**config.mk**
```make
export PLATFORM = sky130hd
export DESIGN_NAME = riscv_hazard_fwd_unit
export DESIGN_NICKNAME = d
export VERILOG_FILES = /design/src/rtl/riscv_hazard_pkg.sv /design/src/rtl/riscv_hazard_fwd_unit_match.sv /design/src/rtl/riscv_hazard_fwd_unit.sv
export SDC_FILE = /design/constraint.sdc
export NUM_CORES = 1
export LEC_CHECK = 0
export CAP_MARGIN = 20
export CORE_MARGIN = 2
export CORE_UTILIZATION = 32
export DETAILED_ROUTE_END_ITERATION = 12
export PLACE_DENSITY = 0.91
export SYNTH_ARGS = -nofsm -noshare
export SYNTH_HDL_FRONTEND = slang
export SYNTH_HIERARCHICAL = 1
export SYNTH_SLANG_ARGS = --single-unit
export TNS_END_PERCENT = 100
```
**constraint.sdc**
```tcl
create_clock -name i_clk -period 1.8 [get_ports i_clk]
set_input_delay 0.27 -clock i_clk [delete_from_list [all_inputs] [get_ports i_clk]]
set_output_delay 0.27 -clock i_clk [all_outputs]
set_load 0.1 [all_outputs]
```
**src/rtl/riscv_hazard_pkg.sv**
```systemverilog
// riscv_hazard_pkg: shared types and helpers for the EX-stage hazard/forwarding unit.
package riscv_hazard_pkg;

    typedef enum logic [1:0] {ST_RUN, ST_LU_STALL, ST_MEM_WAIT} hz_state_t;

    localparam int FWD_RF     = 0;
    localparam int MAX_STAGES = 4;

    function automatic logic [4:0] stg_field(input logic [5*MAX_STAGES-1:0] v, input int k);
        return v[5*k-5 +: 5];
    endfunction

endpackage

```
**src/rtl/riscv_hazard_fwd_unit_match.sv**
```systemverilog
// hazard_fwd_match: nearest-stage priority matcher producing one forward select.
module hazard_fwd_match
    import riscv_hazard_pkg::*;
#(
    parameter int NUM_FWD_STAGES = 2,
    parameter int LOAD_LATENCY   = 1,
    parameter int SEL_W          = $clog2(NUM_FWD_STAGES+1)
) (
    input  logic [4:0]                  i_reg,
    input  logic                        i_en,
    input  logic [5*NUM_FWD_STAGES-1:0] i_stg_wreg,
    input  logic [NUM_FWD_STAGES-1:0]   i_stg_regwrite,
    input  logic [NUM_FWD_STAGES-1:0]   i_stg_memtoreg,
    output logic [SEL_W-1:0]            o_sel
);

    logic [5*MAX_STAGES-1:0] w_wreg;

    assign w_wreg = (5*MAX_STAGES)'(i_stg_wreg);

    // Scan far to near so the nearest forwardable stage overwrites the others.
    always_comb begin
        o_sel = SEL_W'(FWD_RF);
        for (int k = NUM_FWD_STAGES; k >= 1; k--)
            if (i_en && i_stg_regwrite[k-1] && stg_field(w_wreg, k) != 5'd0 &&
                stg_field(w_wreg, k) == i_reg && !(i_stg_memtoreg[k-1] && k <= LOAD_LATENCY))
                o_sel = SEL_W'(k);
    end

endmodule

```
**src/rtl/riscv_hazard_fwd_unit.sv**
```systemverilog
// riscv_hazard_fwd_unit: EX-stage operand/store-data forwarding plus load-use stall and dmem freeze control.
// Optional statistics counters are built when HAZARD_STATS_EN is defined.
module riscv_hazard_fwd_unit
    import riscv_hazard_pkg::*;
#(
    parameter int NUM_FWD_STAGES = 2,
    parameter int LOAD_LATENCY   = 1,
    parameter int SEL_W          = $clog2(NUM_FWD_STAGES+1)
) (
    input  logic                        i_clk,
    input  logic                        i_reset,
    input  logic [4:0]                  i_id_rs1,
    input  logic [4:0]                  i_id_rs2,
    input  logic                        i_id_use_rs1,
    input  logic                        i_id_use_rs2,
    input  logic [4:0]                  i_ex_rs1,
    input  logic [4:0]                  i_ex_rs2,
    input  logic                        i_ex_b_is_imm,
    input  logic                        i_ex_mem_write,
    input  logic [4:0]                  i_id_ex_wreg,
    input  logic                        i_id_ex_memtoreg,
    input  logic [5*NUM_FWD_STAGES-1:0] i_stg_wreg,
    input  logic [NUM_FWD_STAGES-1:0]   i_stg_regwrite,
    input  logic [NUM_FWD_STAGES-1:0]   i_stg_memtoreg,
    input  logic                        i_flush,
    input  logic                        i_dmem_busy,
    output logic [SEL_W-1:0]            o_fw_a,
    output logic [SEL_W-1:0]            o_fw_b,
    output logic [SEL_W-1:0]            o_fw_sd,
    output logic                        o_pc_hold,
    output logic                        o_ifid_hold,
    output logic                        o_idex_bubble,
    output logic                        o_freeze,
    output logic [31:0]                 o_stall_cycles,
    output logic [31:0]                 o_fwd_events
);

    localparam int CW = $clog2(LOAD_LATENCY+1);

    hz_state_t     r_state, r_ret, w_eff;
    logic [CW-1:0] r_cnt;
    logic          w_hazard, w_stall;

    hazard_fwd_match #(.NUM_FWD_STAGES(NUM_FWD_STAGES), .LOAD_LATENCY(LOAD_LATENCY), .SEL_W(SEL_W)) u_match_a (
        .i_reg(i_ex_rs1), .i_en(1'b1), .i_stg_wreg(i_stg_wreg),
        .i_stg_regwrite(i_stg_regwrite), .i_stg_memtoreg(i_stg_memtoreg), .o_sel(o_fw_a));

    hazard_fwd_match #(.NUM_FWD_STAGES(NUM_FWD_STAGES), .LOAD_LATENCY(LOAD_LATENCY), .SEL_W(SEL_W)) u_match_b (
        .i_reg(i_ex_rs2), .i_en(!i_ex_b_is_imm), .i_stg_wreg(i_stg_wreg),
        .i_stg_regwrite(i_stg_regwrite), .i_stg_memtoreg(i_stg_memtoreg), .o_sel(o_fw_b));

    hazard_fwd_match #(.NUM_FWD_STAGES(NUM_FWD_STAGES), .LOAD_LATENCY(LOAD_LATENCY), .SEL_W(SEL_W)) u_match_sd (
        .i_reg(i_ex_rs2), .i_en(i_ex_mem_write), .i_stg_wreg(i_stg_wreg),
        .i_stg_regwrite(i_stg_regwrite), .i_stg_memtoreg(i_stg_memtoreg), .o_sel(o_fw_sd));

    assign w_hazard = i_id_ex_memtoreg && i_id_ex_wreg != 5'd0 &&
                      ((i_id_use_rs1 && i_id_rs1 == i_id_ex_wreg) || (i_id_use_rs2 && i_id_rs2 == i_id_ex_wreg));

    // Leaving MEM_WAIT behaves as the saved state in the same cycle, so no dead cycle is added.
    assign w_eff   = (r_state == ST_MEM_WAIT) ? r_ret : r_state;
    assign w_stall = !i_dmem_busy && !i_flush && ((w_eff == ST_RUN && w_hazard) || w_eff == ST_LU_STALL);

    always_ff @(posedge i_clk or posedge i_reset) begin
        if (i_reset) begin
            r_state <= ST_RUN;
            r_ret   <= ST_RUN;
            r_cnt   <= '0;
        end else if (i_dmem_busy) begin
            r_state <= ST_MEM_WAIT;
            if (r_state != ST_MEM_WAIT)
                r_ret <= r_state;
        end else if (i_flush) begin
            r_state <= ST_RUN;
            r_cnt   <= '0;
        end else if (w_eff == ST_RUN && w_hazard) begin
            r_cnt   <= CW'(LOAD_LATENCY-1);
            r_state <= (LOAD_LATENCY > 1) ? ST_LU_STALL : ST_RUN;
        end else if (w_eff == ST_LU_STALL) begin
            r_cnt   <= r_cnt - 1'b1;
            r_state <= (r_cnt == CW'(1)) ? ST_RUN : ST_LU_STALL;
        end else begin
            r_state <= w_eff;
        end
    end

    // Gating with reset makes the controls drop the moment reset rises, not at the next edge.
    assign o_idex_bubble = !i_reset && w_stall;
    assign o_freeze      = !i_reset && i_dmem_busy;
    assign o_pc_hold     = !i_reset && (w_stall || i_dmem_busy);
    assign o_ifid_hold   = o_pc_hold;

`ifdef HAZARD_STATS_EN
    logic [31:0] r_stall_cycles, r_fwd_events;
    logic        w_any_fwd;

    assign w_any_fwd = |{o_fw_a, o_fw_b, o_fw_sd};

    always_ff @(posedge i_clk or posedge i_reset) begin
        if (i_reset) begin
            r_stall_cycles <= '0;
            r_fwd_events   <= '0;
        end else begin
            if (o_pc_hold)
                r_stall_cycles <= r_stall_cycles + 32'd1;
            if (w_any_fwd)
                r_fwd_events <= r_fwd_events + 32'd1;
        end
    end

    assign o_stall_cycles = r_stall_cycles;
    assign o_fwd_events   = r_fwd_events;
`else
    assign o_stall_cycles = '0;
    assign o_fwd_events   = '0;
`endif

endmodule

```
# == Yosys cells after proc, flatten, opt, wreduce, memory -nomap -nowiden ==
# Index checks and enable logic that the tools add are counted.
# classes
n_mux,15
n_reduce_logical,44
eq_ne,9
n_bitwise,1
n_addsub,1
# ops
cell,count
$eq A5 B5 Y1,6
$logic_and A1 B1 Y1,29
$mux W2,11
$reduce_bool A5 Y1,3
$logic_not A1 Y1,5
$mux W1,4
$reduce_and A2 Y1,2
$logic_or A1 B1 Y1,3
$reduce_bool A3 Y1,1
$eq A2 B1 Y1 const B,1
$eq A2 B2 Y1 const B,1
$logic_not A2 Y1,1
$ne A2 B2 Y1 const B,1
$not A1 Y1,1
$sub A1 B1 Y1 const B,1
# word_totals
regBits,5
output_inout_bits,74

# == Depth between registers and ports, before layout ==
# Gate-level depths: netlist of run 1.
# depth
word_depth,9
depth_mapped,5
mapped_depth_nobuf,4

# == By module ==
# Netlist of run 1, hierarchy kept.
# modules_own_cells
mod,seq_area_each_um2,area_per_inst_um2,instances,cells_each
riscv_hazard_fwd_unit,125.1,934.6,1,121
hazard_fwd_match,0.0,160.2,3,21

# == Least setup slack after synthesis of run 1 ==
# No wires, ideal clock.
# synth_timing
path_kind,input to output
startpoint,input i_dmem_busy
endpoint,output o_pc_hold
cell_stages,5
path_buffers,2
setup_slack_ns,-2.142
arrival_ns,3.672
cell_sequence,clkbuf_1 nor2b_1 a21oi_1 o21ai_0 buf_4
# synth_between
elab_chain_len,5
# synth_rtl
item,line,rtl
start: declaration,riscv_hazard_fwd_unit.sv:26,"input logic i_dmem_busy,"
$logic_not A1 Y1,riscv_hazard_fwd_unit.sv:61,assign w_stall = !i_dmem_busy && !i_flush && ((w_eff == ST_RUN && w_hazard) || w_eff == ST_LU_STALL);
$logic_and A1 B1 Y1 (2 in a row),riscv_hazard_fwd_unit.sv:61,
$logic_or A1 B1 Y1 (*),riscv_hazard_fwd_unit.sv:89,assign o_pc_hold = !i_reset && (w_stall || i_dmem_busy);
$logic_and A1 B1 Y1 (*),riscv_hazard_fwd_unit.sv:89,
end: declaration,riscv_hazard_fwd_unit.sv:30,"output logic o_pc_hold,"
# Mark *: on every way between the ends. The rest lies on a longest branch, timed or not.

# == Worst setup path after layout of run 1 ==
# layout_timing
startpoint,input i_stg_wreg[2]
endpoint,output o_fw_sd[1]
# layout_between
elab_chain_len,5
elab_cells_between_ends,6
cone_classes,eq/ne (1); mux (1); reduce/logical (4)
# layout_rtl
item,line,rtl
start: declaration,riscv_hazard_fwd_unit.sv:22,"input logic [5*NUM_FWD_STAGES-1:0] i_stg_wreg,"
$reduce_bool A5 Y1,riscv_hazard_fwd_unit_match.sv:25,"if (i_en && i_stg_regwrite[k-1] && stg_field(w_wreg, k) != 5'd0 &&"
$logic_and A1 B1 Y1,riscv_hazard_fwd_unit_match.sv:25,
$logic_and A1 B1 Y1 (*),riscv_hazard_fwd_unit_match.sv:25,
$logic_and A1 B1 Y1 (*),riscv_hazard_fwd_unit_match.sv:26,"stg_field(w_wreg, k) == i_reg && !(i_stg_memtoreg[k-1] && k <= LOAD_LATENCY))"
$mux W2 (*),riscv_hazard_fwd_unit_match.sv:25,
end: declaration,riscv_hazard_fwd_unit.sv:29,"output logic [SEL_W-1:0] o_fw_sd,"
# Marked as above.

==> impl_results.md, run 1 <==
* M1 WL at 1.29 mm
* Commonest register cell after synthesis: dfrtp_1
* R2R Setup Slk at 0.18 ns
* Ports at 122
* Final setup margin at -0.0540 ns
* Leak Pwr at between 1 and 1.5 nW
* Grt ovf at 0
* Post-synth top cells: buf_4 (65), xnor2_1 (26), o21ai_0 (8), xor2_1 (8), inv_1 (7)
* Max stage delay on crit path at 0.55 ns
* Fin util at 0.532
* Starting Density at 0.330
* Dominant cells by area after synthesis: buf_4 (34%), xnor2_1 (16%), dfrtp_1 (8.8%), xor2_1 (5.0%), nor3_2 (4.2%)
* Die Width at 70.5 um
* Met2 wire len at between 2 and 2.5 mm
* Cell variety after synth at 33
* Final setup viols at 4
* Final max-slew violation count at 0
* Seq cells post-synth at 5
* Outcome: finished, violations left
* Critical-path top delay cell: or4_4
* DPL Wire Length at 3.12 mm
* DR iter-0 viols at 47
* TritonCTS buffer count at 3
* Setup TNS at -0.102 ns
* Fin nets at approximately 310
* CP Buf/Inv Count at 2
* Fill count at 395
* Post-synthesis sequential area ratio at 0.0884
* Placement Setup Slack at -0.443 ns
* Vias post-DR at about 1.4k
* Synthesized area at about 1400 um2
* WHS at 0.467 ns
* Placed Cells at 308
* Worst hold path class: input port to async pin
* CTS tree: built
* DRT antenna net count at 0
* PD cells at 576 nW/um2
* DRC Markers at 0
* Syn-to-layout area delta at 61.4%
* Clk slew on worst S/H paths at approximately 0.03 ns
* CTS sink cnt at 5
* Antenna fix cells at 0
* Port-buffer cells at 56
* Cell taking the most area after synthesis: buf_4
* Syn Area/Cell at 7.69 um2
* Worst R2R Path Depth at 5
* Pin count of the biggest net entering global routing at 9
* CP arrival at approximately 1.6 ns
* Worst setup path category: input port to output pin
* CP Launch Type: input port
* CTS Buffer Depth at 2
* Max layer used: met4
* Vias in the first global route at 1397
* Std-Cell Rows at 24
* Most used cell, CP: nor3_4
* Share of cells above drive strength 1 at 0.335
* Sequential cell area at 126 um2
* Post-synth ARST share at 1.00
* Peak supply drop at approximately 540 uV
* Final count of hold timing violations at 0
* Max Cap Viol at 0
* DRT Wirelength at 3.82 mm
* Worst Clk Skew at ~0.0019 ns
* Count leader, synth: buf_4
* Cells along the critical path: buf_8, or4_4, a21oi_4, nor3_4, nor3_4, buf_12
* Die area at 4970 um2
* Worst Path Max Fanout at 5
* RSZ-0062 raised after global routing: yes
* Core Footprint at 4290 um2
* H-tree Lvls at 1
* Final period utilization at 1.03
* Area of the multi-input gates at about 1200 um2
* Die Height at 70.5 um
* Non-filler cells, final at 315
* Post-synth EDFFs at 0
* Yosys warns at 6
* Global-route wire length before repair at 6.06 mm
* Average wire per standard cell at 12.1 um
* F_max at 0.539 GHz
* CP delay by family, top: simple AND/OR/NAND/NOR gates
* Synth top area share at 0.345
* Clock root buffer: clkbuf_8
* Initial antenna violation count at 0
* Crit path depth at 6
* Tmin final at 1.85 ns
* DR pass1 iterations at 4
* Failing checks: negative setup slack
* Routability Congestion at 0.860
* GRT Total Usage at 0.149
* Worst skew pair latency at 0.22 ns
* Cts-stage hold buffer count at 0
* Crit. End Element: output pin
* Drt via density at 4.29
* Cells after Synth at around 180
* Critical Path RT at about 1.5 ns
* Metal3 WL at 213 um
through the flow:
stage | total power, mW | cell area (um2)
6_report | 1.32 | 2280
3_3_place_gp | 1.08 | 2130
3_5_place_dp | 1.10 | 2130
5_1_grt | 1.37 | 2280
4_1_cts | 1.31 | 2220
2_1_floorplan | 0.998 | 1760
layout make-up:
type,instances,share of cell area
well taps,52,0.0285
repair buffers,77,0.344
multi-input cells,170,0.541
inverters,7,0.0115
flip-flops and latches,5,0.0553
clock buffers,4,0.0197
cell families after synthesis:
family / count (synthesis) / synth area share
xor+xnor: 34 / 0.210
compound gates: 25 / 0.126
other cells: 2 / 0.00531
simple gates: 45 / 0.204
flops: 5 / 0.0884
buf+inv: 73 / 0.366
worst paths after layout:
path / from / endpoint
hold / removal: i_reset / r_cnt
setup / recovery: i_stg_wreg[2] / o_fw_sd[1]
setup reg to reg: r_state[1] / r_cnt
max in group asynchronous: i_reset / r_state[0]
hold reg to reg: r_cnt / r_state[0]
min in group i_clk: r_cnt / r_state[0]
state kept, by name, indices dropped and copies added, names as in the netlist:
name     cells
r_state      2
r_ret        2
r_cnt        1
placed cells by master (no fill, tap or decap), types with 2 or more instances in the layout:
cell             instances
a21oi_1                  3
a21oi_4                  4
and2_1                   3
buf_12                  10
buf_2                    8
buf_4                   19
buf_6                    6
buf_8                    2
clkbuf_2                 4
clkbuf_8                 3
clkdlybuf4s15_1          2
clkdlybuf4s50_1          7
conb_1                  66
dfrtp_1                  4
dlygate4sd2_1           11
dlymetal6s2s_1           8
inv_1                    6
nand2_1                  2
nand2_2                  2
nand3_1                  2
nand4_1                  3
nand4b_1                 3
nor2_1                   4
nor3_4                   7
nor4_1                   3
nor4_2                   2
o2111ai_1                2
o21ai_0                  4
o21ai_1                  2
o21ai_4                  2
or4_4                    4
xnor2_1                 22
xnor2_2                  4
xor2_1                   7
repair_timing:
action                     4_1_cts  5_1_grt
setup endpoints to repair       10        9
buffers inserted                 4        0
gates resized for setup        104       29
pin swaps                       31       18
where the power goes:
group          switching [mW]  internal, mW
registers             0.00749         0.120
logic                   0.778         0.203
clock network          0.0553         0.152
total                   0.840         0.475
routing by layer:
metal / GRT usage / up-vias
li1: - / 657
met1: 0.153 / 627
met2: 0.301 / 61
met3: 0.0159 / 7
met4: 0.0556 / 0
met5: 0 / -
Note: power is estimated with default switching activity, not from simulation.
==> run 2, diff against run 1 <==
SLEW_MARGIN = 20   (was unset)
==> results of run 2 <==
Same layout as run 1: the final DEF is identical, and so are final timing and power.
==> run 3, diff against run 2 <==
PLACE_DENSITY = 0.86   (was 0.91)
==> impl_results.md, run 3 (synthesis results as in run 1) <==
* Sequential cell fraction of total power at 0.098
* Final count of hold timing violations at 0
* Pin count of the biggest net entering global routing at 9
* Tmin final at 1.84 ns
* DR pass1 iterations at 4
* Drt via density at 4.31
* Final setup viols at 2
* CP Buf/Inv Count at 3
* Syn-to-layout area delta at 59.2%
* Final setup margin at -0.0378 ns
* Leak Pwr at between 1 and 1.5 nW
* R2R Setup Slk at 0.35 ns
* Starting Density at 0.330
* Leading registers by flop count: r_ret: 2 flops, r_state: 2 flops, r_cnt: 1 flops
* Worst Path Max Fanout at 3
* CP Launch Type: input port
* R2R Path End: r_cnt
* Grt ovf at 0
* Cells along the critical path: buf_6, xor2_2, nor4_2, a32oi_2, buf_6, o21ai_4, buf_12
* CP delay by family, top: buffers and inverters
* Die Height at between 70 and 80 um
* Final max-slew violation count at 0
* DRC Markers at 0
* DR iter-0 viols at 29
* PD cells at 581 nW/um2
* Share of cells above drive strength 1 at 0.327
* Outcome: finished, violations left
* GRT Total Usage at 0.137
* Metal3 WL at 313 um
* Most used cell, CP: buf_6
* Fin util at 0.525
* Global-route wire length before repair at between 5 and 6 mm
* Placed Cells at 305
* Switching Power at 0.837 mW
* Failing checks: negative setup slack
* Met2 wire len at ~2.0 mm
* Initial antenna violation count at 0
* H-tree Lvls at 1
* Final period utilization at 1.02
* Max layer used: met3
* Switch share at 0.639
* DRT Wirelength at 3.75 mm
* Non-filler cells, final at 312
* CTS sink cnt at 5
* Critical-path top delay cell: nor4_2
* CP arrival at 1.57 ns
* CTS Buffer Depth at 2
* Std-Cell Rows at 24
* RR Startpoint: r_state[0]
* DPL Wire Length at 3.08 mm
* TritonCTS buffer count at 3
* Clk pwr share at 0.158
* Core Footprint at 4290 um2
* Average wire per standard cell at ~12 um
* Worst R2R Path Depth at 4
* Ports at around 120
* Max Cap Viol at 0
* Worst setup path category: input port to output pin
* Clk slew on worst S/H paths at 0.03 ns
* CTS tree: built
* DRT antenna net count at 0
* RSZ-0062 raised after global routing: yes
* Worst Clk Skew at around 0.000066 ns
* Die area at between 4000 and 5000 um2
* Critical Path RT at 1.53 ns
* Commonest non-fill, non-tap cell in the layout: conb_1
* Fin nets at 309
* Crit path depth at 7
* Pint at 0.472 mW
* Vias post-DR at 1345
* Worst hold path class: input port to async pin
* Port-buffer cells at 56
* Vias in the first global route at 1295
* Antenna fix cells at 0
* Crit. End Element: output pin
* Commonest cells after routing, fill and taps aside: conb_1 (66), xnor2_1 (26), buf_4 (15)
* Worst skew pair latency at 0.22 ns
* M1 WL at 1.39 mm
* F_max at 0.544 GHz
* Max stage delay on crit path at 0.31 ns
* Die Width at about 70 um
* Routability Congestion at 0.896
* Clock root buffer: clkbuf_8
* Comb pwr share at 0.744
* Peak supply drop at 451 uV
## run 3: cell count changes in the layout (fill, tap and decap cells not counted), sizes merged
cell           previous run  this run
clkdlybuf4s15             2         3
buf                      45        44
dlymetal6s2s              8         5
clkbuf                    8         6
dlygate4sd2              11        13
## run 3: area by class of cell
cell class	count	area [um2]
Sequential cell	5	128
Inverter	7	26.3
Multi-Input combinational cell	170	1220
Fill cell	403	2040
Tap cell	52	65.1
Timing Repair Buffer	74	772
Clock buffer	4	45.0
## run 3: repair_timing
action,4_1_cts,5_1_grt
gates cloned,0,0
hold buffers,0,0
setup endpoints to repair,10,8
pin swaps,28,16
resized for setup,116,21
setup buffers,3,0
## run 3: how the worst max path moves through the flow
stage | endpoint | startpoint | slack [ns]
finish | o_ifid_hold | i_id_rs1[3] | -0.04
global placement | o_fw_sd[1] | i_stg_wreg[3] | -0.45
global route | o_pc_hold | i_id_rs1[3] | -0.12
floorplan | o_fw_a[1] | i_stg_wreg[2] | -0.39
CTS | o_ifid_hold | i_id_rs1[1] | -0.04
detailed placement | o_ifid_hold | i_id_ex_wreg[3] | -0.48
## run 3: metrics by stage
stage                     setup slack, ns  instance area, um2  hold slack, ns  TNS, ns  power (mW)
after floorplan                    -0.388                1760          0.0485    -1.52       0.998
after global placement             -0.452                2100           0.509    -4.11        1.08
after detailed placement           -0.476                2100           0.522    -4.20        1.09
after CTS                         -0.0352                2200           0.421   -0.136        1.30
after global routing               -0.116                2250           0.144   -0.265        1.36
final                             -0.0378                2250           0.117  -0.0755        1.31
## run 3: worst reg2reg max path: cells and delay by family (launching register included)
kind | cells | cell delay, ns
AOI/OAI and AO/OA | 2 | 0.52
DFF | 1 | 0.44
and+or+nand+nor | 2 | 0.43
## run 3: routing by layer
metal,GRT usage,vias to the layer above
met2,0.258,69
met1,0.149,629
met4,0.0342,0
met5,0,-
li1,-,647
met3,0.0375,0
## run 3: power groups by stage
stage               registers [mW]  logic, mW  clock network [mW]
floorplan                    0.127      0.871                   0
global placement             0.128      0.953                   0
detailed placement           0.128      0.962                   0
CTS                          0.127      0.959               0.213
global route                 0.129       1.00               0.223
finish                       0.128      0.973               0.207
